<file path="config.mk">
export PLATFORM = sky130hd
export DESIGN_NAME = poly_derivative
export DESIGN_NICKNAME = d
export VERILOG_FILES = /design/src/rtl/calc_pkg.sv /design/src/rtl/deriv_step_mul.sv /design/src/rtl/poly_derivative.sv
export SDC_FILE = /design/constraint.sdc
export NUM_CORES = 1
export LEC_CHECK = 0
export BUFFER_PORTS_ARGS = -buffer_cell sky130_fd_sc_hd__buf_2
export CAP_MARGIN = 20
export CORE_MARGIN = 8
export CORE_UTILIZATION = 30
export CTS_BUF_LIST = sky130_fd_sc_hd__clkbuf_8
export CTS_CLUSTER_DIAMETER = 30
export CTS_CLUSTER_SIZE = 40
export DETAILED_ROUTE_END_ITERATION = 8
export PLACE_DENSITY_LB_ADDON = 0.15
export SKIP_CTS_REPAIR_TIMING = 1
export SLEW_MARGIN = 5
export SYNTH_ARGS = -nofsm -noshare
export SYNTH_HDL_FRONTEND = slang
export SYNTH_HIERARCHICAL = 1
export SYNTH_SLANG_ARGS = --single-unit
</file>
<file path="constraint.sdc">
create_clock -name clk -period 4.8 [get_ports clk]
set_clock_uncertainty 0.15 [all_clocks]
set_input_delay 0 -clock clk [delete_from_list [all_inputs] [get_ports clk]]
set_output_delay 0 -clock clk [all_outputs]
set_load 0.01 [all_outputs]
</file>
<file path="src/rtl/calc_pkg.sv">
// Shared types and helpers for the calculator's derivative datapath.
package calc_pkg;

   localparam int ORD_W_DEF = 3;
   localparam int MAX_ORDER = (1 << ORD_W_DEF) - 1;

   typedef enum logic [1:0] {
      IDLE,
      LOAD,
      STEP,
      EMIT
   } state_t;

   function automatic int clog2(input int n);
      int r;
      r = 0;
      for (int i = 0; i < 31; i++) begin
         if ((1 << i) < n) r = i + 1;
      end
      return r;
   endfunction

endpackage

</file>
<file path="src/rtl/deriv_step_mul.sv">
// One derivative step: acc * e, clamped to all ones when the product overflows OUT_W.
module deriv_step_mul #(
   parameter int OUT_W = 16,
   parameter int EXP_W = 4
) (
   input  logic [OUT_W-1:0] i_acc,
   input  logic [EXP_W-1:0] i_e,
   output logic [OUT_W-1:0] o_prod,
   output logic             o_ovf
);

   logic [OUT_W+EXP_W-1:0] w_full;

   assign w_full = {{EXP_W{1'b0}}, i_acc} * {{OUT_W{1'b0}}, i_e};
   assign o_ovf  = |w_full[OUT_W+EXP_W-1:OUT_W];
   assign o_prod = o_ovf ? {OUT_W{1'b1}} : w_full[OUT_W-1:0];

endmodule

</file>
<file path="src/rtl/poly_derivative.sv">
// Iterative k-th order derivative of a TERMS-monomial polynomial, streamed out one term at a time.
module poly_derivative
   import calc_pkg::*;
#(
   parameter int COEF_W = 8,
   parameter int EXP_W  = 4,
   parameter int TERMS  = 4,
   parameter int ORD_W  = 3,
   parameter int OUT_W  = 16,
   localparam int IDX_W = (clog2(TERMS) > 0) ? clog2(TERMS) : 1
) (
   input  logic                    clk,
   input  logic                    rst,
   input  logic                    in_valid,
   output logic                    in_ready,
   input  logic [TERMS*COEF_W-1:0] in_coef,
   input  logic [TERMS*EXP_W-1:0]  in_exp,
   input  logic [ORD_W-1:0]        in_order,
   output logic                    out_valid,
   input  logic                    out_ready,
   output logic [OUT_W-1:0]        out_coef,
   output logic [EXP_W-1:0]        out_exp,
   output logic [IDX_W-1:0]        out_idx,
   output logic                    out_last,
   output logic                    out_ovf
);

   state_t r_state, w_state_next;

   logic [TERMS*COEF_W-1:0] r_coef;
   logic [TERMS*EXP_W-1:0]  r_exp;
   logic [ORD_W-1:0]        r_order;
   logic [ORD_W-1:0]        r_step;
   logic [IDX_W-1:0]        r_idx;
   logic [OUT_W-1:0]        r_acc;
   logic [EXP_W-1:0]        r_e;
   logic                    r_ovf;

   logic [COEF_W-1:0] w_coef_arr [TERMS];
   logic [EXP_W-1:0]  w_exp_arr  [TERMS];
   logic [COEF_W-1:0] w_sel_coef;
   logic [EXP_W-1:0]  w_sel_exp;
   logic              w_zero;
   logic              w_last_term;
   logic [OUT_W-1:0]  w_prod;
   logic              w_mul_ovf;

   genvar gi;
   generate
      for (gi = 0; gi < TERMS; gi++) begin : g_unpack
         assign w_coef_arr[gi] = r_coef[gi*COEF_W +: COEF_W];
         assign w_exp_arr[gi]  = r_exp[gi*EXP_W +: EXP_W];
      end
   endgenerate

   assign w_sel_coef  = w_coef_arr[r_idx];
   assign w_sel_exp   = w_exp_arr[r_idx];
   // exp >= k is what keeps the exponent from wrapping during STEP
   assign w_zero      = (w_sel_coef == '0) || (32'(w_sel_exp) < 32'(r_order));
   assign w_last_term = (r_idx == IDX_W'(TERMS - 1));

   deriv_step_mul #(
      .OUT_W (OUT_W),
      .EXP_W (EXP_W)
   ) u_mul (
      .i_acc  (r_acc),
      .i_e    (r_e),
      .o_prod (w_prod),
      .o_ovf  (w_mul_ovf)
   );

   always_comb begin
      w_state_next = r_state;
      case (r_state)
         IDLE: if (in_valid) w_state_next = LOAD;
         LOAD: w_state_next = (w_zero || r_order == '0) ? EMIT : STEP;
         STEP: if (r_step == ORD_W'(1)) w_state_next = EMIT;
         EMIT: if (out_ready) w_state_next = w_last_term ? IDLE : LOAD;
         default: w_state_next = IDLE;
      endcase
   end

   always_ff @(posedge clk) begin
      if (rst) begin
         r_state <= IDLE;
         r_coef  <= '0;
         r_exp   <= '0;
         r_order <= '0;
         r_step  <= '0;
         r_idx   <= '0;
         r_acc   <= '0;
         r_e     <= '0;
         r_ovf   <= 1'b0;
      end else begin
         r_state <= w_state_next;
         case (r_state)
            IDLE: begin
               if (in_valid) begin
                  r_coef  <= in_coef;
                  r_exp   <= in_exp;
                  r_order <= in_order;
                  r_idx   <= '0;
               end
            end
            LOAD: begin
               r_ovf  <= 1'b0;
               r_step <= r_order;
               if (w_zero) begin
                  r_acc <= '0;
                  r_e   <= '0;
               end else begin
                  r_acc <= OUT_W'(w_sel_coef);
                  r_e   <= w_sel_exp;
               end
            end
            STEP: begin
               // a saturated accumulator stays pinned for the remaining steps
               r_acc  <= r_ovf ? {OUT_W{1'b1}} : w_prod;
               r_ovf  <= r_ovf | w_mul_ovf;
               r_e    <= r_e - 1'b1;
               r_step <= r_step - 1'b1;
            end
            EMIT: begin
               if (out_ready && !w_last_term) r_idx <= r_idx + 1'b1;
            end
            default: ;
         endcase
      end
   end

   assign in_ready  = (r_state == IDLE);
   assign out_valid = (r_state == EMIT);
   assign out_coef  = r_acc;
   assign out_exp   = r_e;
   assign out_idx   = r_idx;
   assign out_ovf   = r_ovf;
   assign out_last  = (r_state == EMIT) && w_last_term;

endmodule

</file>
==> impl_metrics.xml, run 1 <==
<?xml version="1.0" encoding="UTF-8"?>
<metrics>
  <group name="outcome">
    <metric name="outcome" unit="">finished, final reports clean</metric>
  </group>
  <group name="setup_path">
    <metric name="critical_path.max_fanout" unit="">19</metric>
    <metric name="crit_type" unit="">reg2reg</metric>
    <metric name="path_buf_inv" unit="">3</metric>
    <metric name="endpoint_type_of_the_worst_setup_path" unit="">flip-flop</metric>
    <metric name="crit_chain" unit="">and2_1 &gt; fa_1 &gt; inv_1 &gt; fa_1 &gt; inv_1 &gt; ha_1 &gt; a21o_1 &gt; a21oi_1 &gt; buf_4 &gt; a211oi_1 &gt; nor2_1 &gt; o311ai_0 &gt; nand3_1 &gt; o211ai_1 &gt; a21oi_1</metric>
    <metric name="critical_path_depth" unit="">15</metric>
    <metric name="worst-endpoint-arrival" unit="ns">4.52</metric>
    <metric name="critical_path.startpoint_type" unit="">flip-flop</metric>
    <metric name="critPathRequiredTime" unit="ns">4.88</metric>
    <metric name="crit_path_top_delay_cell" unit="">sky130_fd_sc_hd__fa_1</metric>
    <metric name="cp_slowest_stage_delay" unit="ns">0.54</metric>
    <metric name="rr_worst_depth" unit="">15</metric>
    <metric name="critical_path.top_delay_family" unit="">compound AO/OA/AOI/OAI gates</metric>
  </group>
  <group name="floorplanning">
    <metric name="die_h" unit="um">157</metric>
    <metric name="initial_core_util" unit="">0.307</metric>
    <metric name="die_outline_area" unit="sq um">24800</metric>
    <metric name="boundaryPins" unit="">81</metric>
    <metric name="floorplan.core_area" unit="sq um">19500</metric>
    <metric name="core.rowCount" unit="">51</metric>
    <metric name="fp.dieW" unit="um">157</metric>
  </group>
  <group name="yosys">
    <metric name="post-synth-top-area-cell" unit="">sky130_fd_sc_hd__dfxtp_1</metric>
    <metric name="mappedNetlistNets" unit="">830</metric>
    <metric name="top_reg_cell_synth" unit="">sky130_fd_sc_hd__dfxtp_1</metric>
    <metric name="yosys_register_bits" unit="">79</metric>
    <metric name="synth-edff-count" unit="">0</metric>
    <metric name="syn_area_per_cell" unit="sq um">8.41</metric>
    <metric name="yosysWarnings" unit="">6</metric>
    <metric name="post-synth-top-area-fraction" unit="">0.264</metric>
    <metric name="synth.distinct_cells" unit="">70</metric>
    <metric name="ys_seq_area_frac" unit="">0.264</metric>
    <metric name="post_synth_inst_count" unit="">713</metric>
    <metric name="async_reset_ff_frac" unit="">0</metric>
    <metric name="post_synth_instance_area" unit="sq um">5990</metric>
    <metric name="netlist_top_cells_area" unit="">sky130_fd_sc_hd__dfxtp_1, sky130_fd_sc_hd__fa_1, sky130_fd_sc_hd__nand2_1</metric>
  </group>
  <group name="timing">
    <metric name="report.final.setup_viol" unit="">0</metric>
    <metric name="post-route-period-util" unit="">0.926</metric>
    <metric name="worst-slew-pin-transition" unit="ns">0.728</metric>
    <metric name="finalSetupTns" unit="ns">0</metric>
    <metric name="report.final.hold_viol_count" unit="">0</metric>
    <metric name="final-max-slew-violation-count" unit="">0</metric>
    <metric name="timing.max_slew.rel_slack" unit="">0.514</metric>
    <metric name="min_period" unit="ns">4.45</metric>
    <metric name="max_clock_freq" unit="MHz">225</metric>
    <metric name="rsz0062_at_grt" unit="">no</metric>
  </group>
  <group name="pwr">
    <metric name="cellInternalPower" unit="uW">1360</metric>
    <metric name="irDropWorstVdd" unit="V">0.000323</metric>
    <metric name="combinationalPowerShare" unit="">0.417</metric>
    <metric name="p_leak" unit="uW">0.00343</metric>
    <metric name="power.total" unit="uW">2290</metric>
    <metric name="sw_frac_of_total" unit="">0.405</metric>
    <metric name="power.sequential.fraction" unit="">0.385</metric>
    <metric name="switchingPower" unit="uW">930</metric>
    <metric name="power.density" unit="nW/um^2">310</metric>
    <metric name="share_clk_of_total_power" unit="">0.198</metric>
  </group>
  <group name="clock_tree">
    <metric name="clk_transition_reported_paths" unit="ns">0.09</metric>
    <metric name="cts-htree-levels" unit="">3</metric>
    <metric name="clkSinkCount" unit="">79</metric>
    <metric name="tritoncts.num_buffers" unit="">9</metric>
    <metric name="tritoncts_clock_tree" unit="">built</metric>
    <metric name="clkLatencyLatePin" unit="ns">0.36</metric>
    <metric name="root_buffer" unit="">sky130_fd_sc_hd__clkbuf_8</metric>
    <metric name="clock_tree.buffer_depth" unit="">2</metric>
  </group>
  <group name="global_routing">
    <metric name="groute.usage.overall" unit="">0.140</metric>
    <metric name="initial_antenna_violation_count" unit="">0</metric>
    <metric name="grt.overflow.total" unit="">0</metric>
    <metric name="first_global_vias" unit="">5319</metric>
    <metric name="grt_pass1_wl" unit="um">27800</metric>
    <metric name="maximum_number_of_pins_on_one_net_before_global_route_repair" unit="">57</metric>
  </group>
  <group name="job">
    <metric name="timing.max_cap.violations" unit="">0</metric>
  </group>
  <group name="layout">
    <metric name="drive_above_1_share" unit="">0.177</metric>
    <metric name="filler_cells_inserted" unit="">2063</metric>
    <metric name="finalNetCount" unit="">954</metric>
    <metric name="number_of_antenna_repair_diodes" unit="">0</metric>
    <metric name="layout.cells.most_common" unit="">sky130_fd_sc_hd__nand2_1</metric>
    <metric name="most-common-layout-cells" unit="">sky130_fd_sc_hd__nand2_1, sky130_fd_sc_hd__buf_2, sky130_fd_sc_hd__dfxtp_1</metric>
    <metric name="area.growth.synth_to_final" unit="%">23.4</metric>
  </group>
  <group name="min_path">
    <metric name="hp-class" unit="">in2reg</metric>
    <metric name="min_delay_path_depth" unit="">5</metric>
  </group>
  <group name="route">
    <metric name="vias_per_cell" unit="">4.93</metric>
    <metric name="routedWlPerCell" unit="um">15.4</metric>
    <metric name="num_vias" unit="">5455</metric>
    <metric name="initialDrtViolationCount" unit="">294</metric>
    <metric name="total_drc_errors_in_the_routed_layout" unit="">0</metric>
    <metric name="drtAntennaViolNets" unit="">0</metric>
    <metric name="wirelength" unit="um">17000</metric>
    <metric name="detail_route.first_pass.iterations" unit="">5</metric>
  </group>
  <group name="placed_design">
    <metric name="gp_congestion" unit="">0.818</metric>
    <metric name="dp_hpwl" unit="um">12800</metric>
    <metric name="port_buffers" unit="">80</metric>
  </group>
</metrics>
[cell families (layout without fill, tap and decap cells)]
family,Yosys count,after routing,share of synthesized area
buffers and inverters,100,229,0.0745
adders and majority gates,62,62,0.165
AOI/OAI and AO/OA,171,171,0.188
xor gates and xnor gates,10,10,0.0146
and+or+nand+nor,275,275,0.236
muxes,16,16,0.0580
DFF,79,79,0.264
[cells in the mapped netlist, types with 11 or more instances]
cell type	number
sky130_fd_sc_hd__nand3_1	11
sky130_fd_sc_hd__o21ai_0	15
sky130_fd_sc_hd__nand2b_1	23
sky130_fd_sc_hd__and2_1	48
sky130_fd_sc_hd__inv_1	58
sky130_fd_sc_hd__o211ai_1	20
sky130_fd_sc_hd__dfxtp_1	79
sky130_fd_sc_hd__nor2_1	13
sky130_fd_sc_hd__ha_1	34
sky130_fd_sc_hd__fa_1	28
sky130_fd_sc_hd__clkbuf_1	28
sky130_fd_sc_hd__nand2_1	136
sky130_fd_sc_hd__a21oi_1	74
[sequential cells by signal, indices dropped and copies added (netlist names)]
register and flops:
out_idx 2, r_step 3, r_order 3, out_coef 16, r_coef 32, out_exp 4
r_exp 16, r_state 2, out_ovf 1
[final cells by class]
class,count,area [sq um],area share
multi-input combinational,534,3970,0.536
clock inverter,6,37.5,0.00508
inverter,58,218,0.0294
sequential,79,1590,0.214
clock buffer,10,138,0.0186
tap,265,332,0.0448
timing repair buffer,155,1120,0.152
[worst paths after layout]
check	from	slack (ns)	endpoint
max	out_exp[3]$_SDFFE_PP0P_	0.35	out_coef[15]$_SDFFE_PP0P_
min	out_ready	0.05	r_state[0]$_SDFFE_PP0P_
max reg2reg	out_exp[3]$_SDFFE_PP0P_	0.35	out_coef[15]$_SDFFE_PP0P_
min reg2reg	r_coef[2]$_SDFFE_PP0P_	0.30	r_coef[2]$_SDFFE_PP0P_
[power by group through the flow]
stage / sequential (uW) / combinational [uW] / clock (uW)
2_1_floorplan: 856 / 684 / 0
3_3_place_gp: 892 / 892 / 0
3_5_place_dp: 896 / 915 / 0
4_1_cts: 882 / 917 / 476
5_1_grt: 902 / 1060 / 500
6_report: 882 / 956 / 455
[stage by stage]
step            util  setup slack, ns  cell area (sq um)  std cells  hold slack (ns)
2_1_floorplan      -            0.349               5990        713          -0.0140
3_3_place_gp   0.341            0.240               6650       1035           0.0902
3_5_place_dp   0.341            0.161               6650       1035           0.0961
4_1_cts        0.350            0.127               6830       1051           -0.308
5_1_grt        0.379           0.0856               7400       1107           0.0598
6_report       0.379            0.354               7400       1107           0.0479
[routing by layer]
layer | track usage | share of wire | up-vias
li1 | - | - | 2691
met5 | 0 | 0 | -
met3 | 0.0233 | 0.035 | 18
met2 | 0.224 | 0.46 | 125
met4 | 0.0444 | 0.014 | 0
met1 | 0.187 | 0.49 | 2621
[worst reg2reg max path, delay by kind of cell, from the launching register on]
| kind | cells | cell delay, ns |
|---|---|---|
| fa+ha+maj | 3 | 1.44 |
| simple gates | 3 | 0.48 |
| buf+inv | 3 | 0.26 |
| flops | 1 | 0.43 |
| compound gates | 6 | 1.56 |
No activity file was read; power rests on OpenSTA's default activity.
==> run 2, diff against run 1 <==
--- a/config.mk
+++ b/config.mk
@@ -8,7 +8,7 @@
 export BUFFER_PORTS_ARGS = -buffer_cell sky130_fd_sc_hd__buf_2
 export CAP_MARGIN = 20
 export CORE_MARGIN = 8
-export CORE_UTILIZATION = 30
+export CORE_UTILIZATION = 50
 export CTS_BUF_LIST = sky130_fd_sc_hd__clkbuf_8
 export CTS_CLUSTER_DIAMETER = 30
 export CTS_CLUSTER_SIZE = 40
==> impl_metrics.xml, run 2 (synthesis gave the netlist of run 1 again) <==
<?xml version="1.0" encoding="UTF-8"?>
<metrics>
  <group name="route">
    <metric name="detail_route.first_pass.iterations" unit="">5</metric>
    <metric name="vias_per_cell" unit="">5.54</metric>
    <metric name="num_vias" unit="">5416</metric>
    <metric name="initialDrtViolationCount" unit="">271</metric>
    <metric name="drtAntennaViolNets" unit="">0</metric>
    <metric name="total_drc_errors_in_the_routed_layout" unit="">0</metric>
    <metric name="routedWlPerCell" unit="um">16.2</metric>
    <metric name="wirelength" unit="um">15800</metric>
  </group>
  <group name="timing">
    <metric name="timing.max_slew.rel_slack" unit="">0.327</metric>
    <metric name="post-route-period-util" unit="">0.936</metric>
    <metric name="finalSetupTns" unit="ns">0</metric>
    <metric name="rsz0062_at_grt" unit="">no</metric>
    <metric name="min_period" unit="ns">4.49</metric>
    <metric name="max_clock_freq" unit="MHz">223</metric>
    <metric name="report.final.setup_viol" unit="">0</metric>
    <metric name="worst-slew-pin-transition" unit="ns">1.01</metric>
    <metric name="final-max-slew-violation-count" unit="">0</metric>
    <metric name="report.final.hold_viol_count" unit="">0</metric>
  </group>
  <group name="clock_tree">
    <metric name="tritoncts.num_buffers" unit="">9</metric>
    <metric name="root_buffer" unit="">sky130_fd_sc_hd__clkbuf_8</metric>
    <metric name="tritoncts_clock_tree" unit="">built</metric>
    <metric name="clock_tree.buffer_depth" unit="">2</metric>
    <metric name="cts-htree-levels" unit="">3</metric>
    <metric name="clkLatencyLatePin" unit="ns">0.35</metric>
    <metric name="clk_transition_reported_paths" unit="ns">0.08</metric>
    <metric name="clkSinkCount" unit="">79</metric>
  </group>
  <group name="setup_path">
    <metric name="critical_path.top_delay_family" unit="">adder cells</metric>
    <metric name="critical_path.startpoint_type" unit="">flip-flop</metric>
    <metric name="crit_type" unit="">reg2reg</metric>
    <metric name="crit_path_top_delay_cell" unit="">sky130_fd_sc_hd__fa_1</metric>
    <metric name="worst_r2r_startpoint" unit="">out_exp[3]$_SDFFE_PP0P_</metric>
    <metric name="critPathRequiredTime" unit="ns">4.88</metric>
    <metric name="critical_path.max_fanout" unit="">19</metric>
    <metric name="path_buf_inv" unit="">4</metric>
    <metric name="setup.reg_to_reg.worst_slack" unit="ns">0.31</metric>
    <metric name="worst-endpoint-arrival" unit="ns">4.57</metric>
    <metric name="endpoint_type_of_the_worst_setup_path" unit="">flip-flop</metric>
    <metric name="cp_slowest_stage_delay" unit="ns">0.55</metric>
    <metric name="crit_chain" unit="">and2_1 &gt; fa_1 &gt; inv_1 &gt; fa_1 &gt; inv_1 &gt; ha_1 &gt; a21o_1 &gt; a21oi_1 &gt; buf_4 &gt; a211oi_1 &gt; or4_1 &gt; a22oi_4 &gt; buf_12 &gt; nand3b_1 &gt; o211ai_1 &gt; a31oi_1</metric>
    <metric name="rr_worst_depth" unit="">16</metric>
    <metric name="timing.rr.end" unit="">out_coef[2]$_SDFFE_PP0P_</metric>
  </group>
  <group name="floorplanning">
    <metric name="fp.dieW" unit="um">125</metric>
    <metric name="boundaryPins" unit="">81</metric>
    <metric name="initial_core_util" unit="">0.505</metric>
    <metric name="die_outline_area" unit="sq um">15700</metric>
    <metric name="floorplan.core_area" unit="sq um">11900</metric>
    <metric name="core.rowCount" unit="">40</metric>
    <metric name="die_h" unit="um">125</metric>
  </group>
  <group name="global_routing">
    <metric name="grt.overflow.total" unit="">0</metric>
    <metric name="met3_usage" unit="">0.0370</metric>
    <metric name="groute.usage.overall" unit="">0.191</metric>
    <metric name="grt_pass1_wl" unit="um">25300</metric>
    <metric name="gr-max-usage-layer" unit="">met2</metric>
    <metric name="first_global_vias" unit="">5311</metric>
    <metric name="met1_capacity_usage_during_global_routing" unit="">0.248</metric>
    <metric name="gr-usage-met2" unit="">0.318</metric>
    <metric name="maximum_number_of_pins_on_one_net_before_global_route_repair" unit="">49</metric>
    <metric name="initial_antenna_violation_count" unit="">0</metric>
  </group>
  <group name="layout">
    <metric name="regMostFlops" unit="">r_coef</metric>
    <metric name="multi_input_combinational_cell_area" unit="sq um">3970</metric>
    <metric name="layout.cells.most_common" unit="">sky130_fd_sc_hd__nand2_1</metric>
    <metric name="drive_above_1_share" unit="">0.172</metric>
    <metric name="largest_reg_flops" unit="">32</metric>
    <metric name="area.growth.synth_to_final" unit="%">19.7</metric>
    <metric name="final_cell_count_no_fill" unit="">978</metric>
    <metric name="finalNetCount" unit="">943</metric>
    <metric name="number_of_antenna_repair_diodes" unit="">0</metric>
    <metric name="filler_cells_inserted" unit="">1055</metric>
    <metric name="most-common-layout-cells" unit="">sky130_fd_sc_hd__nand2_1, sky130_fd_sc_hd__buf_2, sky130_fd_sc_hd__dfxtp_1</metric>
    <metric name="register_area" unit="sq um">1590</metric>
  </group>
  <group name="pwr">
    <metric name="p_leak" unit="uW">0.00337</metric>
    <metric name="power.total" unit="uW">2260</metric>
    <metric name="irDropWorstVdd" unit="V">0.000311</metric>
    <metric name="power.density" unit="nW/um^2">315</metric>
  </group>
  <group name="placed_design">
    <metric name="dp_hpwl" unit="um">11300</metric>
    <metric name="gp_congestion" unit="">0.868</metric>
    <metric name="dpl.cell_count" unit="">910</metric>
    <metric name="port_buffers" unit="">80</metric>
  </group>
  <group name="outcome">
    <metric name="outcome" unit="">finished, final reports clean</metric>
  </group>
  <group name="min_path">
    <metric name="min_delay_path_depth" unit="">5</metric>
    <metric name="hold_end" unit="">r_state[0]$_SDFFE_PP0P_</metric>
    <metric name="hp-start" unit="">out_ready</metric>
    <metric name="hp-class" unit="">in2reg</metric>
  </group>
  <group name="job">
    <metric name="timing.max_cap.violations" unit="">0</metric>
  </group>
</metrics>
[run 2: cell type report]
class / count / share of cell area
clock buffers: 9 / 0.0173
inverters: 58 / 0.0303
well taps: 147 / 0.0256
flip-flops and latches: 79 / 0.221
multi-input cells: 534 / 0.553
repair buffers: 144 / 0.144
clock inverters: 7 / 0.00820
[run 2: metrics by stage]
step	worst slack, ns	hold slack [ns]	utilization	instance area [sq um]
after floorplan	0.349	-0.0140	-	5990
after global placement	0.293	0.0902	0.545	6460
after detailed placement	0.137	0.0970	0.545	6460
after CTS	0.117	-0.298	0.560	6650
after global routing	0.0605	0.101	0.605	7180
final	0.307	0.0576	0.605	7180
[run 2: where the power goes]
part	leakage [uW]	total, uW	switching [uW]	internal [uW]
Clock	0.0000913	456	262	194
Sequential	0.000646	887	115	773
Combinational	0.00263	914	539	375
[run 2: worst register-to-register path, stage by stage, from the launching register on]
cell and delay [ns]:
sky130_fd_sc_hd__dfxtp_2 0.43, sky130_fd_sc_hd__and2_1 0.20, sky130_fd_sc_hd__fa_1 0.53, sky130_fd_sc_hd__inv_1 0.05, sky130_fd_sc_hd__fa_1 0.55, sky130_fd_sc_hd__inv_1 0.05, sky130_fd_sc_hd__ha_1 0.36, sky130_fd_sc_hd__a21o_1 0.20
sky130_fd_sc_hd__a21oi_1 0.26, sky130_fd_sc_hd__buf_4 0.19, sky130_fd_sc_hd__a211oi_1 0.09, sky130_fd_sc_hd__or4_1 0.53, sky130_fd_sc_hd__a22oi_4 0.20, sky130_fd_sc_hd__buf_12 0.18, sky130_fd_sc_hd__nand3b_1 0.11, sky130_fd_sc_hd__o211ai_1 0.16
sky130_fd_sc_hd__a31oi_1 0.10
[run 2: metal layers]
layer,part of all wire,vias up
met1,0.45,2583
met2,0.49,153
met5,0,-
met3,0.051,15
li1,-,2665
met4,0.013,0
[run 2: how the worst max path moves through the flow]
stage,start,end,depth (start not counted)
floorplan,out_exp[3]$_SDFFE_PP0P_,out_coef[7]$_SDFFE_PP0P_,15
global placement,out_exp[3]$_SDFFE_PP0P_,out_coef[0]$_SDFFE_PP0P_,14
detailed placement,out_exp[3]$_SDFFE_PP0P_,out_coef[4]$_SDFFE_PP0P_,14
CTS,out_exp[3]$_SDFFE_PP0P_,out_coef[2]$_SDFFE_PP0P_,14
global route,out_exp[2]$_SDFFE_PP0P_,out_coef[5]$_SDFFE_PP0P_,14
finish,out_exp[3]$_SDFFE_PP0P_,out_coef[2]$_SDFFE_PP0P_,16
==> run 3, diff against run 2 <==
--- a/config.mk
+++ b/config.mk
@@ -8,7 +8,7 @@
 export BUFFER_PORTS_ARGS = -buffer_cell sky130_fd_sc_hd__buf_2
 export CAP_MARGIN = 20
 export CORE_MARGIN = 8
-export CORE_UTILIZATION = 50
+export CORE_UTILIZATION = 55
 export CTS_BUF_LIST = sky130_fd_sc_hd__clkbuf_8
 export CTS_CLUSTER_DIAMETER = 30
 export CTS_CLUSTER_SIZE = 40
==> impl_metrics.xml, run 3 (synthesis gave the netlist of run 1 again) <==
<?xml version="1.0" encoding="UTF-8"?>
<metrics>
  <group name="setup_path">
    <metric name="crit_path_top_delay_cell" unit="">sky130_fd_sc_hd__fa_1</metric>
    <metric name="rr_worst_depth" unit="">16</metric>
    <metric name="cp_slowest_stage_delay" unit="ns">0.54</metric>
    <metric name="worst-endpoint-arrival" unit="ns">4.50</metric>
    <metric name="worst_r2r_startpoint" unit="">out_exp[3]$_SDFFE_PP0P_</metric>
    <metric name="critical_path.top_delay_family" unit="">adder cells</metric>
    <metric name="critPathRequiredTime" unit="ns">4.86</metric>
    <metric name="critical_path.startpoint_type" unit="">flip-flop</metric>
    <metric name="crit_chain" unit="">buf_4 &gt; and2_1 &gt; fa_1 &gt; inv_1 &gt; fa_1 &gt; inv_1 &gt; ha_1 &gt; a21oi_1 &gt; o21ai_0 &gt; o32a_2 &gt; and3b_1 &gt; nor4b_4 &gt; buf_12 &gt; nand3_1 &gt; o211ai_1 &gt; a31oi_1</metric>
    <metric name="path_buf_inv" unit="">4</metric>
    <metric name="critical_path.max_fanout" unit="">17</metric>
    <metric name="crit_type" unit="">reg2reg</metric>
    <metric name="endpoint_type_of_the_worst_setup_path" unit="">flip-flop</metric>
    <metric name="setup.reg_to_reg.worst_slack" unit="ns">0.36</metric>
    <metric name="timing.rr.end" unit="">out_coef[0]$_SDFFE_PP0P_</metric>
  </group>
  <group name="pwr">
    <metric name="share_clk_of_total_power" unit="">0.192</metric>
    <metric name="power.sequential.fraction" unit="">0.396</metric>
    <metric name="sw_frac_of_total" unit="">0.396</metric>
    <metric name="switchingPower" unit="uW">886</metric>
    <metric name="power.density" unit="nW/um^2">313</metric>
    <metric name="combinationalPowerShare" unit="">0.412</metric>
    <metric name="cellInternalPower" unit="uW">1350</metric>
    <metric name="p_leak" unit="uW">0.00338</metric>
    <metric name="irDropWorstVdd" unit="V">0.000292</metric>
    <metric name="power.total" unit="uW">2240</metric>
  </group>
  <group name="layout">
    <metric name="regMostFlops" unit="">r_coef</metric>
    <metric name="largest_reg_flops" unit="">32</metric>
    <metric name="layout.cells.most_common" unit="">sky130_fd_sc_hd__nand2_1</metric>
    <metric name="layout.core_utilization" unit="">0.667</metric>
    <metric name="drive_above_1_share" unit="">0.170</metric>
    <metric name="multi_input_combinational_cell_area" unit="sq um">3970</metric>
    <metric name="filler_cells_inserted" unit="">924</metric>
    <metric name="register_area" unit="sq um">1590</metric>
    <metric name="most-common-layout-cells" unit="">sky130_fd_sc_hd__nand2_1, sky130_fd_sc_hd__buf_2, sky130_fd_sc_hd__dfxtp_1</metric>
    <metric name="finalNetCount" unit="">945</metric>
    <metric name="area.growth.synth_to_final" unit="%">19.6</metric>
    <metric name="number_of_antenna_repair_diodes" unit="">0</metric>
  </group>
  <group name="global_routing">
    <metric name="groute.usage.overall" unit="">0.209</metric>
    <metric name="grt_pass1_wl" unit="um">25000</metric>
    <metric name="grt.overflow.total" unit="">0</metric>
    <metric name="maximum_number_of_pins_on_one_net_before_global_route_repair" unit="">52</metric>
    <metric name="initial_antenna_violation_count" unit="">0</metric>
    <metric name="first_global_vias" unit="">5141</metric>
  </group>
  <group name="route">
    <metric name="wirelength" unit="um">15900</metric>
    <metric name="routedWlPerCell" unit="um">16.4</metric>
    <metric name="initialDrtViolationCount" unit="">336</metric>
    <metric name="num_vias" unit="">5431</metric>
    <metric name="detail_route.first_pass.iterations" unit="">7</metric>
    <metric name="total_drc_errors_in_the_routed_layout" unit="">0</metric>
    <metric name="drtAntennaViolNets" unit="">0</metric>
    <metric name="vias_per_cell" unit="">5.59</metric>
  </group>
  <group name="clock_tree">
    <metric name="clk_transition_reported_paths" unit="ns">0.08</metric>
    <metric name="root_buffer" unit="">sky130_fd_sc_hd__clkbuf_8</metric>
    <metric name="clkLatencyLatePin" unit="ns">0.35</metric>
    <metric name="tritoncts_clock_tree" unit="">built</metric>
    <metric name="cts-htree-levels" unit="">3</metric>
    <metric name="clkSinkCount" unit="">79</metric>
    <metric name="tritoncts.num_buffers" unit="">9</metric>
    <metric name="clock_tree.buffer_depth" unit="">2</metric>
  </group>
  <group name="timing">
    <metric name="report.final.hold_viol_count" unit="">0</metric>
    <metric name="final-max-slew-violation-count" unit="">0</metric>
    <metric name="setup_ws_post_layout" unit="ns">0.355</metric>
    <metric name="finalSetupTns" unit="ns">0</metric>
    <metric name="post-route-period-util" unit="">0.926</metric>
    <metric name="max_clock_freq" unit="MHz">225</metric>
    <metric name="timing.max_slew.rel_slack" unit="">0.337</metric>
    <metric name="min_period" unit="ns">4.44</metric>
    <metric name="holdWs" unit="ns">0.0664</metric>
    <metric name="worst-slew-pin-transition" unit="ns">0.994</metric>
    <metric name="report.final.setup_viol" unit="">0</metric>
    <metric name="rsz0062_at_grt" unit="">no</metric>
  </group>
  <group name="placed_design">
    <metric name="dp_hpwl" unit="um">11400</metric>
    <metric name="gp_congestion" unit="">0.796</metric>
    <metric name="place_ws" unit="ns">0.202</metric>
    <metric name="port_buffers" unit="">80</metric>
  </group>
  <group name="job">
    <metric name="timing.max_cap.violations" unit="">0</metric>
  </group>
  <group name="min_path">
    <metric name="hold_end" unit="">out_idx[1]$_SDFFE_PP0P_</metric>
    <metric name="hp-class" unit="">in2reg</metric>
    <metric name="hp-start" unit="">in_valid</metric>
    <metric name="min_delay_path_depth" unit="">5</metric>
  </group>
  <group name="floorplanning">
    <metric name="floorplan.core_area" unit="sq um">10700</metric>
    <metric name="fp.dieW" unit="um">120</metric>
    <metric name="die_outline_area" unit="sq um">14500</metric>
    <metric name="die_h" unit="um">120</metric>
    <metric name="initial_core_util" unit="">0.558</metric>
    <metric name="boundaryPins" unit="">81</metric>
    <metric name="core.rowCount" unit="">38</metric>
  </group>
  <group name="outcome">
    <metric name="outcome" unit="">finished, final reports clean</metric>
  </group>
</metrics>
==> run 3: metal layers <==
| metal | up-vias | wire [um] | global-route usage | part of all wire |
|---|---|---|---|---|
| met5 | - | 0 | 0 | 0 |
| met3 | 24 | 753 | 0.0331 | 0.047 |
| met1 | 2604 | 6910 | 0.268 | 0.43 |
| met2 | 137 | 8000 | 0.349 | 0.50 |
| li1 | 2666 | - | - | - |
| met4 | 0 | 280 | 0.0781 | 0.018 |
==> run 3: through the flow <==
stage          cells  cell area [sq um]
2_1_floorplan    713               5990
3_3_place_gp     904               6460
3_5_place_dp     904               6460
4_1_cts          918               6630
5_1_grt          971               7170
6_report         971               7170
==> run 3: tightest hold or removal path, stage by stage <==
cell,delay (ns)
sky130_fd_sc_hd__buf_2,0.11
sky130_fd_sc_hd__nor2b_1,0.15
sky130_fd_sc_hd__a211oi_1,0.10
sky130_fd_sc_hd__nand3_1,0.10
sky130_fd_sc_hd__a21oi_1,0.06
==> run 3: area by class of cell <==
type,count,area share
clock inverter,3,0.00175
sequential,79,0.221
inverter,58,0.0304
tap,140,0.0244
timing repair buffer,146,0.147
clock buffer,11,0.0211
multi-input combinational,534,0.554
==> run 3: power by group through the flow <==
stage,clock network (uW),logic [uW],registers [uW]
floorplan,0,684,856
CTS,440,878,885
global placement,0,839,889
finish,431,922,887
detailed placement,0,875,900
global route,466,1020,906
==> run 3: worst max path at each step <==
| stage | from | to | cells after the start |
|---|---|---|---|
| after floorplan | out_exp[3]$_SDFFE_PP0P_ | out_coef[7]$_SDFFE_PP0P_ | 15 |
| after global placement | out_exp[2]$_SDFFE_PP0P_ | out_coef[3]$_SDFFE_PP0P_ | 14 |
| after detailed placement | out_exp[2]$_SDFFE_PP0P_ | out_coef[2]$_SDFFE_PP0P_ | 14 |
| after CTS | out_exp[2]$_SDFFE_PP0P_ | out_coef[15]$_SDFFE_PP0P_ | 14 |
| after global routing | out_exp[3]$_SDFFE_PP0P_ | out_coef[2]$_SDFFE_PP0P_ | 16 |
| final | out_exp[3]$_SDFFE_PP0P_ | out_coef[0]$_SDFFE_PP0P_ | 16 |
